## src/rtl/bmp180_pkg.sv

```systemverilog
// bmp180_pkg: sequencer states, BMP180 command codes and the code-to-conversion-delay map.
package bmp180_pkg;

    typedef enum logic [2:0] {
        ST_IDLE  = 3'd0,
        ST_FETCH = 3'd1,
        ST_LATCH = 3'd2,
        ST_SEND  = 3'd3,
        ST_WAIT  = 3'd4,
        ST_DONE  = 3'd5
    } state_t;

    localparam logic [7:0] CMD_CALIB = 8'hAA;
    localparam logic [7:0] CMD_TEMP  = 8'h2E;
    localparam logic [7:0] CMD_P0    = 8'h34;
    localparam logic [7:0] CMD_P1    = 8'h74;
    localparam logic [7:0] CMD_P2    = 8'hB4;
    localparam logic [7:0] CMD_P3    = 8'hF4;
    localparam logic [7:0] CMD_RESET = 8'hB6;
    localparam logic [7:0] CMD_ID    = 8'hD0;

    // Conversion time in 0.5 ms units; zero means the command completes without waiting.
    function automatic logic [5:0] conv_delay(input logic [7:0] code);
        case (code)
            CMD_TEMP, CMD_P0: return 6'd9;
            CMD_P1:           return 6'd15;
            CMD_P2:           return 6'd27;
            CMD_P3:           return 6'd51;
            default:          return 6'd0;
        endcase
    endfunction

endpackage

```

## src/rtl/bmp180_tick_gen.sv

```systemverilog
// bmp180_tick_gen: half-millisecond prescaler, pulses tick once every HALF_MS enabled cycles.
module bmp180_tick_gen #(
    parameter int HALF_MS = 25_000
) (
    input  logic CLK,
    input  logic RST_n,
    input  logic clear,
    input  logic enable,
    output logic tick
);

    localparam int PW = HALF_MS > 1 ? $clog2(HALF_MS) : 1;

    logic [PW-1:0] r_cnt;

    assign tick = enable && r_cnt == PW'(HALF_MS - 1);

    always_ff @(posedge CLK or negedge RST_n) begin
        if (!RST_n)
            r_cnt <= '0;
        else if (clear)
            r_cnt <= '0;
        else if (enable)
            r_cnt <= tick ? '0 : r_cnt + 1'b1;
    end

endmodule

```

## src/rtl/bmp180_cmd_seq.sv

```systemverilog
// bmp180_cmd_seq: fetches a command byte from the ROM, hands it to the I2C master,
// then times the sensor conversion delay before reporting completion.
module bmp180_cmd_seq
    import bmp180_pkg::*;
#(
    parameter int ADDR_ROM_SZ = 4,
    parameter int DATA_ROM_SZ = 8,
    parameter int CLK_HZ      = 50_000_000
) (
    input  logic                   CLK,
    input  logic                   RST_n,
    input  logic                   I_START,
    input  logic [ADDR_ROM_SZ-1:0] I_CMD_IDX,
    output logic                   O_BUSY,
    output logic [ADDR_ROM_SZ-1:0] O_ADDR_ROM,
    input  logic [ADDR_ROM_SZ-1:0] I_ADDR_ROM,
    input  logic [DATA_ROM_SZ-1:0] I_DATA_ROM,
    output logic [DATA_ROM_SZ-1:0] O_CMD,
    output logic                   O_CMD_VLD,
    input  logic                   I_CMD_RDY,
    output logic                   O_CONV,
    output logic                   O_DONE,
    output logic                   O_ERR
);

    localparam int HALF_MS = CLK_HZ / 2000;

    state_t                 r_state;
    state_t                 w_next;
    logic [ADDR_ROM_SZ-1:0] r_addr_rom;
    logic [DATA_ROM_SZ-1:0] r_cmd;
    logic [5:0]             r_units;
    logic [5:0]             w_delay;
    logic                   w_match;
    logic                   w_wait;
    logic                   w_tick;
    logic                   w_last;

    assign w_match = I_ADDR_ROM == r_addr_rom;
    assign w_delay = conv_delay(8'(r_cmd));
    assign w_wait  = r_state == ST_WAIT;
    assign w_last  = w_tick && r_units == w_delay - 6'd1;

    // Prescaler held cleared outside WAIT so every delay starts on a fresh half-ms phase.
    bmp180_tick_gen #(
        .HALF_MS(HALF_MS)
    ) u_tick (
        .CLK   (CLK),
        .RST_n (RST_n),
        .clear (!w_wait),
        .enable(w_wait),
        .tick  (w_tick)
    );

    always_comb begin
        w_next = r_state;
        case (r_state)
            ST_IDLE:  w_next = I_START ? ST_FETCH : ST_IDLE;
            ST_FETCH: w_next = ST_LATCH;
            ST_LATCH: w_next = w_match ? ST_SEND : ST_IDLE;
            ST_SEND:  w_next = !I_CMD_RDY ? ST_SEND : (w_delay != 6'd0) ? ST_WAIT : ST_DONE;
            ST_WAIT:  w_next = w_last ? ST_DONE : ST_WAIT;
            ST_DONE:  w_next = ST_IDLE;
            default:  w_next = ST_IDLE;
        endcase
    end

    always_ff @(posedge CLK or negedge RST_n) begin
        if (!RST_n) begin
            r_state    <= ST_IDLE;
            r_addr_rom <= '0;
            r_cmd      <= '0;
            r_units    <= '0;
        end else begin
            r_state <= w_next;
            if (r_state == ST_IDLE && I_START)
                r_addr_rom <= I_CMD_IDX;
            if (r_state == ST_LATCH && w_match)
                r_cmd <= I_DATA_ROM;
            r_units <= !w_wait ? 6'd0 : w_tick ? r_units + 6'd1 : r_units;
        end
    end

    assign O_ADDR_ROM = r_addr_rom;
    assign O_CMD      = r_cmd;
    assign O_BUSY     = r_state != ST_IDLE;
    assign O_CMD_VLD  = r_state == ST_SEND;
    assign O_CONV     = w_wait;
    assign O_DONE     = r_state == ST_DONE;
    // Error is flagged in the LATCH cycle itself so busy falls the cycle after it.
    assign O_ERR      = r_state == ST_LATCH && !w_match;

endmodule
```

## config.mk

```make
export PLATFORM = sky130hd
export DESIGN_NAME = bmp180_cmd_seq
export DESIGN_NICKNAME = d
export VERILOG_FILES = /design/src/rtl/bmp180_pkg.sv /design/src/rtl/bmp180_tick_gen.sv /design/src/rtl/bmp180_cmd_seq.sv
export SDC_FILE = /design/constraint.sdc
export NUM_CORES = 1
export LEC_CHECK = 0
export CAP_MARGIN = 15
export CORE_MARGIN = 8
export CORE_UTILIZATION = 49
export CTS_BUF_LIST = sky130_fd_sc_hd__clkbuf_8
export DETAILED_ROUTE_END_ITERATION = 10
export MAX_ROUTING_LAYER = met4
export PLACE_DENSITY = 0.9
export SLEW_MARGIN = 20
export SYNTH_ARGS = -nofsm -noshare
export SYNTH_HDL_FRONTEND = slang
export SYNTH_HIERARCHICAL = 1
export SYNTH_SLANG_ARGS = --single-unit
```

## constraint.sdc

```tcl
create_clock -name CLK -period 2.6 [get_ports CLK]
set_clock_uncertainty 0.05 [all_clocks]
set_input_delay 0.65 -clock CLK [delete_from_list [all_inputs] [get_ports CLK]]
set_output_delay 0.65 -clock CLK [all_outputs]
set_load 0.01 [all_outputs]
```

Word-level counts from Yosys, hierarchy flattened

Cells that the tools add are included.

Add/subtract/negate cells: 3
Multipliers: 0
Divide/modulo/power cells: 0
Order comparisons: 0
Eq/ne operators: 14
Shift-type cells: 0
Mux-type cells: 11
Bitwise operators: 0
Reductions and logical operators: 10

Operator list:

| operator                                                           | number |
|---|---|
| 15-bit two-way mux                                                 | 2 |
| 6-bit case mux with 4 select lines                                 | 1 |
| 8-bit by 6-bit == test with 1-bit output, second input constant    | 2 |
| 8-bit == test, second input constant                               | 2 |
| 15-bit by 1-bit adder with 15-bit output, second input constant    | 1 |
| 15-bit == test, second input constant                              | 1 |
| 3-bit case mux with 5 select lines                                 | 1 |
| 6-bit two-way mux                                                  | 2 |
| 8-bit by 7-bit == test with 1-bit output, second input constant    | 1 |
| 6-bit by 1-bit adder with 6-bit output, second input constant      | 1 |
| 3-bit by 2-bit == test with 1-bit output, second input constant    | 2 |
| 3-bit == test, second input constant                               | 2 |
| 6-bit == test                                                      | 1 |
| 6-bit nonzero test                                                 | 1 |
| 6-bit by 1-bit subtractor with 6-bit output, second input constant | 1 |
| 1-bit logical AND                                                  | 5 |
| 4-bit == test                                                      | 1 |
| 3-bit by 1-bit == test with 1-bit output, second input constant    | 1 |
| 3-bit zero test                                                    | 1 |
| 1-bit two-way mux                                                  | 3 |
| 3-bit two-way mux                                                  | 1 |
| 3-bit nonzero test                                                 | 1 |
| 2-bit two-way mux                                                  | 1 |
| 2-bit by 1-bit != test with 1-bit output, second input constant    | 1 |
| other kinds (2)                                                    | 2 |

Register bits: 36
Latch bits: 0
Bits in writable memories: 0
ROM bits: 0
Bits of input ports: 20
Output and inout port bits: 17
Logic and storage cells: 43
Memories kept: 0

Logic depth before layout (Yosys ltp)

Word-level depth: 8
Gate-level depth with buffers: 10

Modules after synthesis

The synthesis kept the hierarchy.

By module, submodules not included:

| module          | times used | cells an instance | area each (sq um) | seq. area each (sq um) |
|---|---|---|---|---|
| bmp180_cmd_seq  | 1          | 109               | 1184.9            | 525.5 |
| bmp180_tick_gen | 1          | 83                | 814.5             | 375.4 |

Worst setup path before layout

No wires, ideal clock.

Path type: reg-to-reg
Start point: reg r_state[1]
End point: reg r_state[0]
Setup time: 0.095 ns
Arrival: 2.618 ns
Data required time: 2.455 ns
Path slack: -0.163 ns
Stages on the path, launching flop included: 11
Clock period less this slack: 2.763 ns
Path through: dfrtp_1 buf_6 nor2_2 nand2_2 clkinv_1 or4bb_1 nor4_1 clkbuf_2 nand3_1 or4b_1 o31ai_1

Longest elaborated chain between the ends: 5
Elaborated cells between the ends (all ways): 9

Ends and longest elaborated chain:

| element                            | line                  | text |
|---|---|---|
| start: declaration                 | bmp180_cmd_seq.sv:28  | `state_t r_state;` |
| start signal: assignment           | bmp180_cmd_seq.sv:75  | `r_state <= w_next;` |
| 3-bit == test                      | bmp180_cmd_seq.sv:41  | `assign w_wait = r_state == ST_WAIT;` |
| named net O_CONV                   | bmp180_cmd_seq.sv:21  | `output logic O_CONV,` |
| 1-bit logical AND                  | bmp180_tick_gen.sv:16 | `assign tick = enable && r_cnt == PW'(HALF_MS - 1);` |
| named net w_tick                   | bmp180_cmd_seq.sv:36  | `logic w_tick;` |
| 1-bit logical AND                  | bmp180_cmd_seq.sv:42  | `assign w_last = w_tick && r_units == w_delay - 6'd1;` |
| 1-bit two-way mux                  | bmp180_cmd_seq.sv:62  | `ST_WAIT: w_next = w_last ? ST_DONE : ST_WAIT;` |
| 3-bit case mux with 5 select lines | bmp180_cmd_seq.sv:57  | `case (r_state)` |
| named net w_next[0]                | bmp180_cmd_seq.sv:29  | `state_t w_next;` |

The timed path passes the listed nets, and every way through them passes these cells.
A chain may end at the register's enable or synchronous reset.

Final worst setup path

Start point: in I_ADDR_ROM[0]
End point: out O_ERR

Longest elaborated chain between the ends: 3

Ends and longest elaborated chain:

| element            | line                 | text |
|---|---|---|
| start: declaration | bmp180_cmd_seq.sv:16 | `input logic [ADDR_ROM_SZ-1:0] I_ADDR_ROM,` |
| 4-bit == test      | bmp180_cmd_seq.sv:39 | `assign w_match = I_ADDR_ROM == r_addr_rom;` |
| 1-bit zero test    | bmp180_cmd_seq.sv:91 | `assign O_ERR = r_state == ST_LATCH && !w_match;` |
| 1-bit logical AND  | bmp180_cmd_seq.sv:91 |  |
| end: declaration   | bmp180_cmd_seq.sv:23 | `output logic O_ERR` |

Every way passes these cells.

==> out/results.txt <==
Rows - 23
Final setup viols - 0
Final Hold Fails - 0
vias per inst - 5.73
number of global-route vias before repair - 1,622
worst vdd ir - 395 µV
Post-route DRC - 0
main area contributors after synthesis - dfrtp_1 (45%), mux2_2 (7.9%), xor2_1 (5.7%)
I/O pin total - 37
Core Area - 3970 µm²
CTS root buf - clkbuf_8
first drt pass iteration count - 4
arrival time at the worst endpoint - 1790 ps
async set or reset register ratio after synthesis - 1.00
grt met3 use - 0.0372
DR iter-0 viols - 156
fin crit period - 2490 ps
synth cell count leaders - dfrtp_1 (36), nor2_1 (23), mux2_2 (14), nand2_1 (14), xor2_1 (13)
Post-Syn Instances - 192
Setup WS post-layout - 107 ps
GRT Residual Overflow - 0
top-count cell post-synth - dfrtp_1
met2 Use GR - 0.248
CTS Sinks - 36
initial antenna violation count - 0
CTS buffer count - 5
worst slack, placed - -368 ps
Die Area - 6380 µm²
setup_tns - 0 ps
Cell Area, Synth - 2000 µm²
diode count - 0
crit share post-route - 0.959
largest net degree at the start of global routing - 37
Tot Pwr - 0.00207 W
Clk Latency, worst-skew pair - 290 ps
startpoint types - input port
dpl hpwl - 3270 µm
Post-synth EDFFs - 0
Worst Max-Slew Pin Slew - 586 ps
wire length per cell - 16.2 µm
layout cells sized above 1 - 0.215
Max Buffers Root-to-Sink - 2
Synth Net Count - 216
Slew HR - 0.608
critical path's slowest cell - clkdlybuf4s50_1
first-pass GRT wire length - 7710 µm
final core utilization - 0.670
max_cap viols - 0
post-route ant nets - 0
Top delay family on crit path - buffers and inverters
Total GRT Usage - 0.156
P_leak - 1.11 nW
H-tree depth - 2
Synth area leader - dfrtp_1
Ys Warns - 6
CTS tree - done
syn avg cell area - 10.4 µm²
Nets - 270
Primary FF master, synth - dfrtp_1
worst-path fanout max - 2
Crit path required time - 1900 ps
CP Capture Type - output pin
total of fill cells in the finished design - 284
P&R area growth vs syn - 33.0%
CP peak stage delay - 420 ps
gp weighted congestion - 0.916
Final Routed Wirelength - 4810 µm
Die Height - 79.9 µm
cell count after placement - 283
Hold Crit Class - flop to flop
kind of critical path - input port to output pin
I/O Buffers - 36
max-slew violation count - 0
clk slew on worst S/H paths - 80 ps
GR Layer Usage met1 - 0.186
outcome - finished, final reports clean
Synth cell types - 51
sequential element share of the synthesized area - 0.451
PD cells - 779 nW/µm²
non-filler cells, final - 297
crit path cell chain - clkdlybuf4s50_1 > xor2_1 > nor4_2 > nor2_1 > buf_2
layer with the highest usage - met2
chip width - 79.9 µm
fmax - 401 MHz
Vias - 1,701
#FFs+latches synth - 36
CP bufs+invs - 2
Initial Utilization - 0.503
top-area cell type share of the netlist area - 0.451
[metal layers]
layer	wire length [µm]	up-vias
li1	-	800
met1	2000	832
met2	2430	61
met3	282	8
met4	93	0
met5	0	-
[path summary, 6_finish.rpt]
path	slack [ps]	endpoint	startpoint	depth (start not counted)
worst max register to register	130	r_state[0]$_DFF_PN0_	O_CMD[3]$_DFFE_PN0P_	8
max in group asynchronous	1430	O_CMD[3]$_DFFE_PN0P_	RST_n	2
worst max-delay path	110	O_ERR	I_ADDR_ROM[0]	5
min in group asynchronous	710	O_CMD[0]$_DFFE_PN0P_	RST_n	2
worst min register to register	490	u_tick/r_cnt[13]$_DFFE_PN0P_	u_tick/r_cnt[13]$_DFFE_PN0P_	1
worst min-delay path	490	u_tick/r_cnt[13]$_DFFE_PN0P_	u_tick/r_cnt[13]$_DFFE_PN0P_	1
[layout by cell type (no fill, tap or decap), types with 9 or more instances in the layout]
cell / Yosys / routed
xor2_1: 13 / 13
buf_4: 0 / 15
clkdlybuf4s50_1: 0 / 35
mux2_2: 14 / 14
xnor2_1: 9 / 9
dfrtp_1: 36 / 35
nor2_1: 23 / 22
nand2_1: 14 / 14
[metrics by stage]
step	hold slack [ps]	area (µm²)
final	488	2660
after global routing	516	2660
after CTS	474	2590
after detailed placement	465	2470
after global placement	458	2470
after floorplan	304	2020
[worst register-to-register path: cells and delay by family (launching register included)]
family	cells	cell delay (ps)
AO/OA/AOI/OAI	2	280
XOR/XNOR	1	160
adder cells (fa/ha/maj)	1	330
flip-flops	1	450
AND/OR/NAND/NOR	4	1110
[sequential cells by signal, summed over array words and instances, names as in the netlist]
signal,flops
O_ADDR_ROM,4
O_CMD,8
r_units,6
u_tick/r_cnt,15
r_state,3
[cell families after synthesis]
group,after synthesis,share of synthesized area
fa+ha+maj,4,0.0250
flops,36,0.451
xor+xnor,22,0.0964
mux,15,0.0839
buf+inv,7,0.0213
compound gates,27,0.0964
simple gates,81,0.227
[where the power goes]
part	internal, W	leakage [nW]	switching, W
Clock	0.000284	0.0541	0.000204
Combinational	0.000454	0.574	0.000356
Sequential	0.000667	0.483	0.000108
[timing repair]
item / 4_1_cts / 5_1_grt
endpoints found under the setup margin: 1 / 2
pin swaps: 2 / 5
gates resized for setup: 5 / 7
setup buffers: 1 / 5
hold buffers: 0 / 0
gates cloned: 0 / 0
[cell type report]
| class | count | area (µm²) | share of cell area |
|---|---|---|---|
| inverters | 3 | 16.3 | 0.00611 |
| multi-input cells | 149 | 1100 | 0.413 |
| repair buffers | 51 | 468 | 0.176 |
| clock inverters | 3 | 42.5 | 0.0160 |
| clock buffers | 5 | 68.8 | 0.0259 |
| flip-flops and latches | 36 | 902 | 0.339 |
| well taps | 50 | 62.6 | 0.0235 |
No activity file was read; power rests on OpenSTA's default activity.
